## src/rtl/fruit_pkg.sv

```systemverilog
// Shared types and constants for the fruit game-object layer.
package fruit_pkg;

  typedef struct packed {
    logic               active;
    logic signed [11:0] x;
    logic signed [10:0] y;
    logic signed [5:0]  vx;
    logic signed [5:0]  vy;
    logic [11:0]        colour;
  } fruit_t;

  typedef enum logic {IDLE, UPDATE} state_t;

  localparam logic [11:0] TRANSPARENT = 12'h000;
  localparam logic [11:0] COLOR_FIX   = 12'h111;

  function automatic logic [12:0] abs13(input logic signed [12:0] v);
    return v[12] ? 13'(-v) : 13'(v);
  endfunction

endpackage

```

## src/rtl/fruit_circle_hit.sv

```systemverilog
// Per-slot circle coverage: stage 1 registers the pixel offset, stage 2 is
// the squared-distance compare consumed by the engine's registered select.
module fruit_circle_hit
  import fruit_pkg::*;
#(
  parameter int RADIUS = 16
) (
  input  logic               clk,
  input  logic               rst,
  input  logic [10:0]        hcount,
  input  logic [9:0]         vcount,
  input  logic               active,
  input  logic signed [11:0] x,
  input  logic signed [10:0] y,
  output logic               hit
);
  localparam logic signed [26:0] R2 = 27'(RADIUS * RADIUS);

  logic signed [12:0] dx, dy;
  logic               act_q;
  logic signed [26:0] dx_w, dy_w, d2;

  always_ff @(posedge clk) begin
    if (rst) begin
      dx    <= '0;
      dy    <= '0;
      act_q <= 1'b0;
    end else begin
      act_q <= active;
      dx    <= $signed({2'b00, hcount}) - 13'(x);
      dy    <= $signed({3'b000, vcount}) - 13'(y);
    end
  end

  assign dx_w = 27'(dx);
  assign dy_w = 27'(dy);
  assign d2   = dx_w * dx_w + dy_w * dy_w;
  assign hit  = act_q && (d2 <= R2);

endmodule

```

## src/rtl/fruit_engine.sv

```systemverilog
// Fruit slot store, once-per-frame ballistic/slice/leave update and
// 2-cycle circle renderer for the game layer.
module fruit_engine
  import fruit_pkg::*;
#(
  parameter int NUM_FRUITS = 4,
  parameter int RADIUS     = 16,
  parameter int GRAVITY    = 1,
  parameter int SCREEN_W   = 1280,
  parameter int SCREEN_H   = 720
) (
  input  logic                  clk_in,
  input  logic                  rst_in,
  input  logic [10:0]           hcount_in,
  input  logic [9:0]            vcount_in,
  input  logic                  new_frame_in,
  input  logic                  spawn_valid_in,
  output logic                  spawn_ready_out,
  input  logic [10:0]           spawn_x_in,
  input  logic signed [4:0]     spawn_vx_in,
  input  logic signed [5:0]     spawn_vy_in,
  input  logic [11:0]           spawn_color_in,
  input  logic                  blade_valid_in,
  input  logic [10:0]           blade_x_in,
  input  logic [9:0]            blade_y_in,
  output logic [11:0]           game_pixel_out,
  output logic                  sliced_out,
  output logic                  missed_out,
  output logic [7:0]            slice_count_out,
  output logic [NUM_FRUITS-1:0] active_out
);
  localparam int IDXW = (NUM_FRUITS > 1) ? $clog2(NUM_FRUITS) : 1;
  localparam logic [IDXW-1:0]  IDX_LAST = IDXW'(NUM_FRUITS - 1);
  localparam logic signed [11:0] X_END  = 12'(SCREEN_W);
  localparam logic signed [10:0] Y_LAST = 11'(SCREEN_H - 1);
  localparam logic signed [6:0]  VY_MAX = 7'sd31;

  fruit_t          slot [NUM_FRUITS];
  state_t          state;
  logic [IDXW-1:0] idx;
  logic            bv;
  logic [10:0]     bx;
  logic [9:0]      by;

  logic            any_free;
  logic [IDXW-1:0] free_idx;

  always_comb begin
    any_free = 1'b0;
    free_idx = '0;
    for (int i = NUM_FRUITS - 1; i >= 0; i--)
      if (!slot[i].active) begin
        any_free = 1'b1;
        free_idx = IDXW'(i);
      end
  end

  assign spawn_ready_out = (state == IDLE) && any_free && !rst_in;

  fruit_t             cur, spawn_f;
  logic signed [12:0] sdx, sdy;
  logic signed [11:0] nx;
  logic signed [10:0] ny;
  logic signed [6:0]  vy_sum;
  logic signed [5:0]  nvy;
  logic               slice_hit, leave;

  // Slice test uses the pre-move position against the frame-latched blade.
  always_comb begin
    cur       = slot[idx];
    sdx       = 13'(cur.x) - $signed({2'b00, bx});
    sdy       = 13'(cur.y) - $signed({3'b000, by});
    slice_hit = bv && (abs13(sdx) < 13'(RADIUS)) && (abs13(sdy) < 13'(RADIUS));
    nx        = cur.x + 12'(cur.vx);
    ny        = cur.y + 11'(cur.vy);
    vy_sum    = 7'(cur.vy) + 7'(GRAVITY);
    nvy       = (vy_sum > VY_MAX) ? 6'sd31 : vy_sum[5:0];
    leave     = (nx < 12'sd0) || (nx >= X_END) || ((ny > Y_LAST) && (nvy > 6'sd0));

    spawn_f.active = 1'b1;
    spawn_f.x      = {1'b0, spawn_x_in};
    spawn_f.y      = Y_LAST;
    spawn_f.vx     = 6'(spawn_vx_in);
    spawn_f.vy     = spawn_vy_in;
    spawn_f.colour = (spawn_color_in == TRANSPARENT) ? COLOR_FIX : spawn_color_in;
  end

  always_ff @(posedge clk_in) begin
    if (rst_in) begin
      state           <= IDLE;
      idx             <= '0;
      bv              <= 1'b0;
      bx              <= '0;
      by              <= '0;
      sliced_out      <= 1'b0;
      missed_out      <= 1'b0;
      slice_count_out <= '0;
      for (int i = 0; i < NUM_FRUITS; i++) slot[i] <= '0;
    end else begin
      sliced_out <= 1'b0;
      missed_out <= 1'b0;
      case (state)
        IDLE: begin
          if (spawn_valid_in && spawn_ready_out) slot[free_idx] <= spawn_f;
          if (new_frame_in) begin
            bv    <= blade_valid_in;
            bx    <= blade_x_in;
            by    <= blade_y_in;
            idx   <= '0;
            state <= UPDATE;
          end
        end
        UPDATE: begin
          if (cur.active) begin
            if (slice_hit) begin
              slot[idx].active <= 1'b0;
              sliced_out       <= 1'b1;
              if (slice_count_out != 8'hFF) slice_count_out <= slice_count_out + 8'd1;
            end else begin
              slot[idx].x  <= nx;
              slot[idx].y  <= ny;
              slot[idx].vy <= nvy;
              if (leave) begin
                slot[idx].active <= 1'b0;
                missed_out       <= 1'b1;
              end
            end
          end
          if (idx == IDX_LAST) begin
            idx   <= '0;
            state <= IDLE;
          end else begin
            idx <= idx + 1'b1;
          end
        end
        default: state <= IDLE;
      endcase
    end
  end

  logic [NUM_FRUITS-1:0] hit;

  for (genvar g = 0; g < NUM_FRUITS; g++) begin : g_slot
    fruit_circle_hit #(.RADIUS(RADIUS)) u_hit (
      .clk    (clk_in),
      .rst    (rst_in),
      .hcount (hcount_in),
      .vcount (vcount_in),
      .active (slot[g].active),
      .x      (slot[g].x),
      .y      (slot[g].y),
      .hit    (hit[g])
    );
    assign active_out[g] = slot[g].active;
  end

  logic [11:0] pix;

  // Lowest-index covering slot wins.
  always_comb begin
    pix = TRANSPARENT;
    for (int i = NUM_FRUITS - 1; i >= 0; i--)
      if (hit[i]) pix = slot[i].colour;
  end

  always_ff @(posedge clk_in) begin
    if (rst_in) game_pixel_out <= TRANSPARENT;
    else        game_pixel_out <= pix;
  end

endmodule

```

## config.mk

```make
export PLATFORM = sky130hd
export DESIGN_NAME = fruit_engine
export DESIGN_NICKNAME = d
export VERILOG_FILES = /design/src/rtl/fruit_pkg.sv /design/src/rtl/fruit_circle_hit.sv /design/src/rtl/fruit_engine.sv
export SDC_FILE = /design/constraint.sdc
export NUM_CORES = 2
export LEC_CHECK = 0
export BUFFER_PORTS_ARGS = -buffer_cell sky130_fd_sc_hd__buf_2
export CAP_MARGIN = 20
export CORE_UTILIZATION = 45
export DETAILED_ROUTE_END_ITERATION = 16
export PLACE_DENSITY_LB_ADDON = 0.08
export SYNTH_ARGS = -nofsm -noshare
export SYNTH_HDL_FRONTEND = slang
export SYNTH_SLANG_ARGS = --single-unit
```

## constraint.sdc

```tcl
create_clock -name clk_in -period 8.71 [get_ports clk_in]
set_input_delay 2.1775 -clock clk_in [delete_from_list [all_inputs] [get_ports clk_in]]
set_output_delay 2.1775 -clock clk_in [all_outputs]
set_load 0.02 [all_outputs]
```

==> metrics.md <==
| Metric | Value |
|---|---|
| Final setup vio count | 0 |
| Via count | approximately 50,000 |
| Crit-path slowest cell | fa_1 |
| Per-cell routed wire length | about 17 um |
| Final slew viol count | 0 |
| DIE WIDTH | around 390 um |
| Min-delay worst type | reg2reg |
| Outcome | finished clean |
| Final GP Congestion | about 0.9 |
| First-pass GRT wire length | 276,000 um |
| Yosys warning count | 0 |
| Clk root buf | clkbuf_16 |
| Syn Std Cell Area | around 0.066 mm2 |
| Worst Skew | 0.0400 ns |
| Post-synthesis average cell area | approximately 9 um2 |
| DR vias/cell | between 5 and 6 |
| Hold_ws | 0.454 ns |
| Initial Util | a little under half |
| Final hold vios | 0 |
| Synthesized instance count | 7,273 |
| Hold Crit Start | bx[10] |
| WP buf/inv | 7 |
| Worst Tran Pin Value | between 1 and 1.5 ns |
| Clk slew on worst S/H paths | around 0.06 ns |
| Worst-case clock buffer depth | 3 |
| Clk Latency, worst-skew pair | approximately 0.62 ns |
| CP endpoint kind | flop |
| Sequential share of the synthesized area | 13.2% |
| R2R Path Start | g_slot[3].u_hit.dx[1] |
| Max Cap Viol | 0 |
| Initial antenna violation count | 16 |
| R2R Path End | game_pixel_out[4] |
| TritonCTS clock tree | done |
| Remaining global-route overflow | 0 |
| Yosys cell types | 93 |
| CP Launch Point | g_slot[3].u_hit.dx[1] |
| Worst-path fanout max | 7 |
| Min cycle time layout | 8.66 ns |
| DRC errors left | 0 |
| Layout cell share with drive strength beyond 1 | between 10 and 15% |
| Main flop type after synthesis | edfxtp_1 |
| Startpoint Class | flop |
| Syn_nets | around 9,200 |
| CP arrival | 9.17 ns |
| Reg2Reg Depth | 35 |
| DPL Wire Length | between 100,000 and 150,000 um |
| # IOs | 108 |
| Die H | 385 um |
| Die Area | ~0.15 mm2 |
| CP Data Required Time | about 9.2 ns |
| Setup slack, reg-to-reg | a little over 0.05 ns |
| Drt first pass iters | 5 |
| Htree depth | 2 |
| Total CTS buffers | 41 |
| DRT iter0 DRCs | approximately 2,300 |
| Asr flop ratio synth | 0% |
| End of the worst hold path | bx[10] |
| #FFs+latches synth | ~340 |
| RSZ-0062 raised after global routing | true |
| Routed Antenna Nets | 0 |
| Site row count | between 100 and 150 |
| Crit Path Class | reg2reg |
| Nets | between 9,000 and 10,000 |
| Sink Count | roughly 340 |
| Slowest stage delay, CP | around 0.57 ns |
| Slew headroom | roughly a quarter |
| Number of enable flip-flop cells after synthesis | roughly 190 |
| Max Clk Rate | roughly 120 MHz |
| GRT Total Usage | 23.4% |
| Critical path's top delay family | adder cells |
| Setup TNS Final | 0 ns |
| Area leader, netlist | fa_1 |
| Port Buffers | about 110 |
| Cell mode on critical path | fa_1 |
| Largest net degree at the start of global routing | a little over 70 |
| WL final | about 170,000 um |
| Hold_buf cts | 0 |
| Vias in the first global route | ~52,000 |
| Dominant cells by area after synthesis | fa_1, ha_1, inv_1, edfxtp_1, dfxtp_1 |
| Core Area | 0.146 mm2 |
| Final period util | 99.4% |
| Share of the synthesized area in the top cell type | 33.0% |
| Cells on Worst Hold Path | 2 |
| Area delta synth->final | 12.1% |
==> worst max-delay path by stage <==
stage / depth (start not counted) / endpoint / slack (ns)
floorplan: 34 / game_pixel_out[3] / 0.30
global placement: 35 / game_pixel_out[1] / -0.21
detailed placement: 35 / game_pixel_out[2] / -0.33
CTS: 39 / game_pixel_out[11] / 0.0006
global route: 42 / game_pixel_out[4] / -0.36
finish: 35 / game_pixel_out[4] / 0.05
==> placed cells by master, fill, tap and decap left out, types with 134 or more instances in the layout <==
cell type and instances:
a21oi_1 209, and2_1 221, fa_1 1082, a21o_1 134, nor2_1 458, o21ai_0 167, edfxtp_1 188, ha_1 727
nand2_1 592, xnor2_1 263, inv_1 1722, buf_4 448
==> state kept, by name (all words and copies together) (netlist names), named ones only <==
register / cells
sliced_out: 1
missed_out: 1
bx: 11
g_slot.u_hit.act_q: 4
slice_count_out: 8
state: 1
idx: 2
by: 10
bv: 1
g_slot.u_hit.dy: 48
g_slot.u_hit.dx: 52
slot: 188
game_pixel_out: 12
==> worst register-to-register path, delay by kind of cell, from the launching register on <==
kind	cells	cell delay, ns
XOR/XNOR	1	0.21
adder cells (fa/ha/maj)	8	3.68
buffers and inverters	7	0.96
AND/OR/NAND/NOR	8	0.91
flip-flops	1	0.34
AO/OA/AOI/OAI	11	2.45
==> routing by layer <==
layer  up-vias  wire, um  global-route usage [%]
met1     24200     74500                    31.1
li1      23700         -                       -
met5         -       110                       0
met2       699     82100                    40.5
met3       182      5570                    2.38
met4        18      4770                    5.79
==> kinds of logic (layout without fill, tap and decap cells) <==
group | after synthesis | after routing | share of synthesized area (%)
AOI/OAI and AO/OA | 921 | 921 | 9.37
muxes | 61 | 61 | 1.61
DFF | 341 | 341 | 13.2
adders and majority gates | 1818 | 1818 | 46.8
other | 1 | 3 | 0.00568
buffers and inverters | 1920 | 2383 | 11.0
and+or+nand+nor | 1883 | 1883 | 13.7
xor gates and xnor gates | 328 | 328 | 4.35
==> cells in the mapped netlist (28+ instances only) <==
cell type / n
edfxtp_1: 188
ha_1: 730
xnor2_1: 264
a21oi_1: 218
a21o_1: 134
o21ai_0: 178
nand2b_1: 99
and3_1: 28
nor4_1: 35
a211oi_1: 28
o21a_1: 49
o211ai_1: 29
mux4_2: 35
nand2_1: 603
o21bai_1: 31
a31oi_1: 39
clkbuf_1: 165
nor3_1: 116
nor2_1: 470
inv_1: 1724
and2_1: 223
fa_1: 1088
nor2b_1: 123
dfxtp_1: 153
xor2_1: 64
nand3_1: 65
==> through the flow <==
stage | instances | instance area [um2] | utilization [%] | setup WS, ns
after global placement | 9553 | 71800 | 49.3 | -0.214
after CTS | 9631 | 73300 | 50.3 | 0.000628
after floorplan | 7273 | 66100 | - | 0.301
after detailed placement | 9554 | 71800 | 49.3 | -0.327
final | 9655 | 74000 | 50.8 | 0.0512
after global routing | 9653 | 74000 | 50.8 | -0.361
==> final cells by class <==
cell class / count / area (um2)
well taps: 1917 / 2400
fillers: 13900 / 71700
inverters: 1724 / 6470
repair buffers: 583 / 4310
flip-flops and latches: 341 / 8780
clock inverters: 23 / 270
multi-input cells: 5012 / 50700
diodes: 2 / 5.00
clock buffers: 53 / 1130
==> repair_timing <==
| action | 4_1_cts | 5_1_grt |
|---|---|---|
| hold endpoints to repair | 0 | 0 |
| cloned | 0 | 2 |
| resized for setup | 51 | 130 |
| setup endpoints to repair | 12 | 12 |
| pin swaps | 7 | 68 |
| buffers inserted | 1 | 18 |
Power is not shown: default switching activity piles up to over one toggle a cycle in this logic, so the estimate is an artifact.
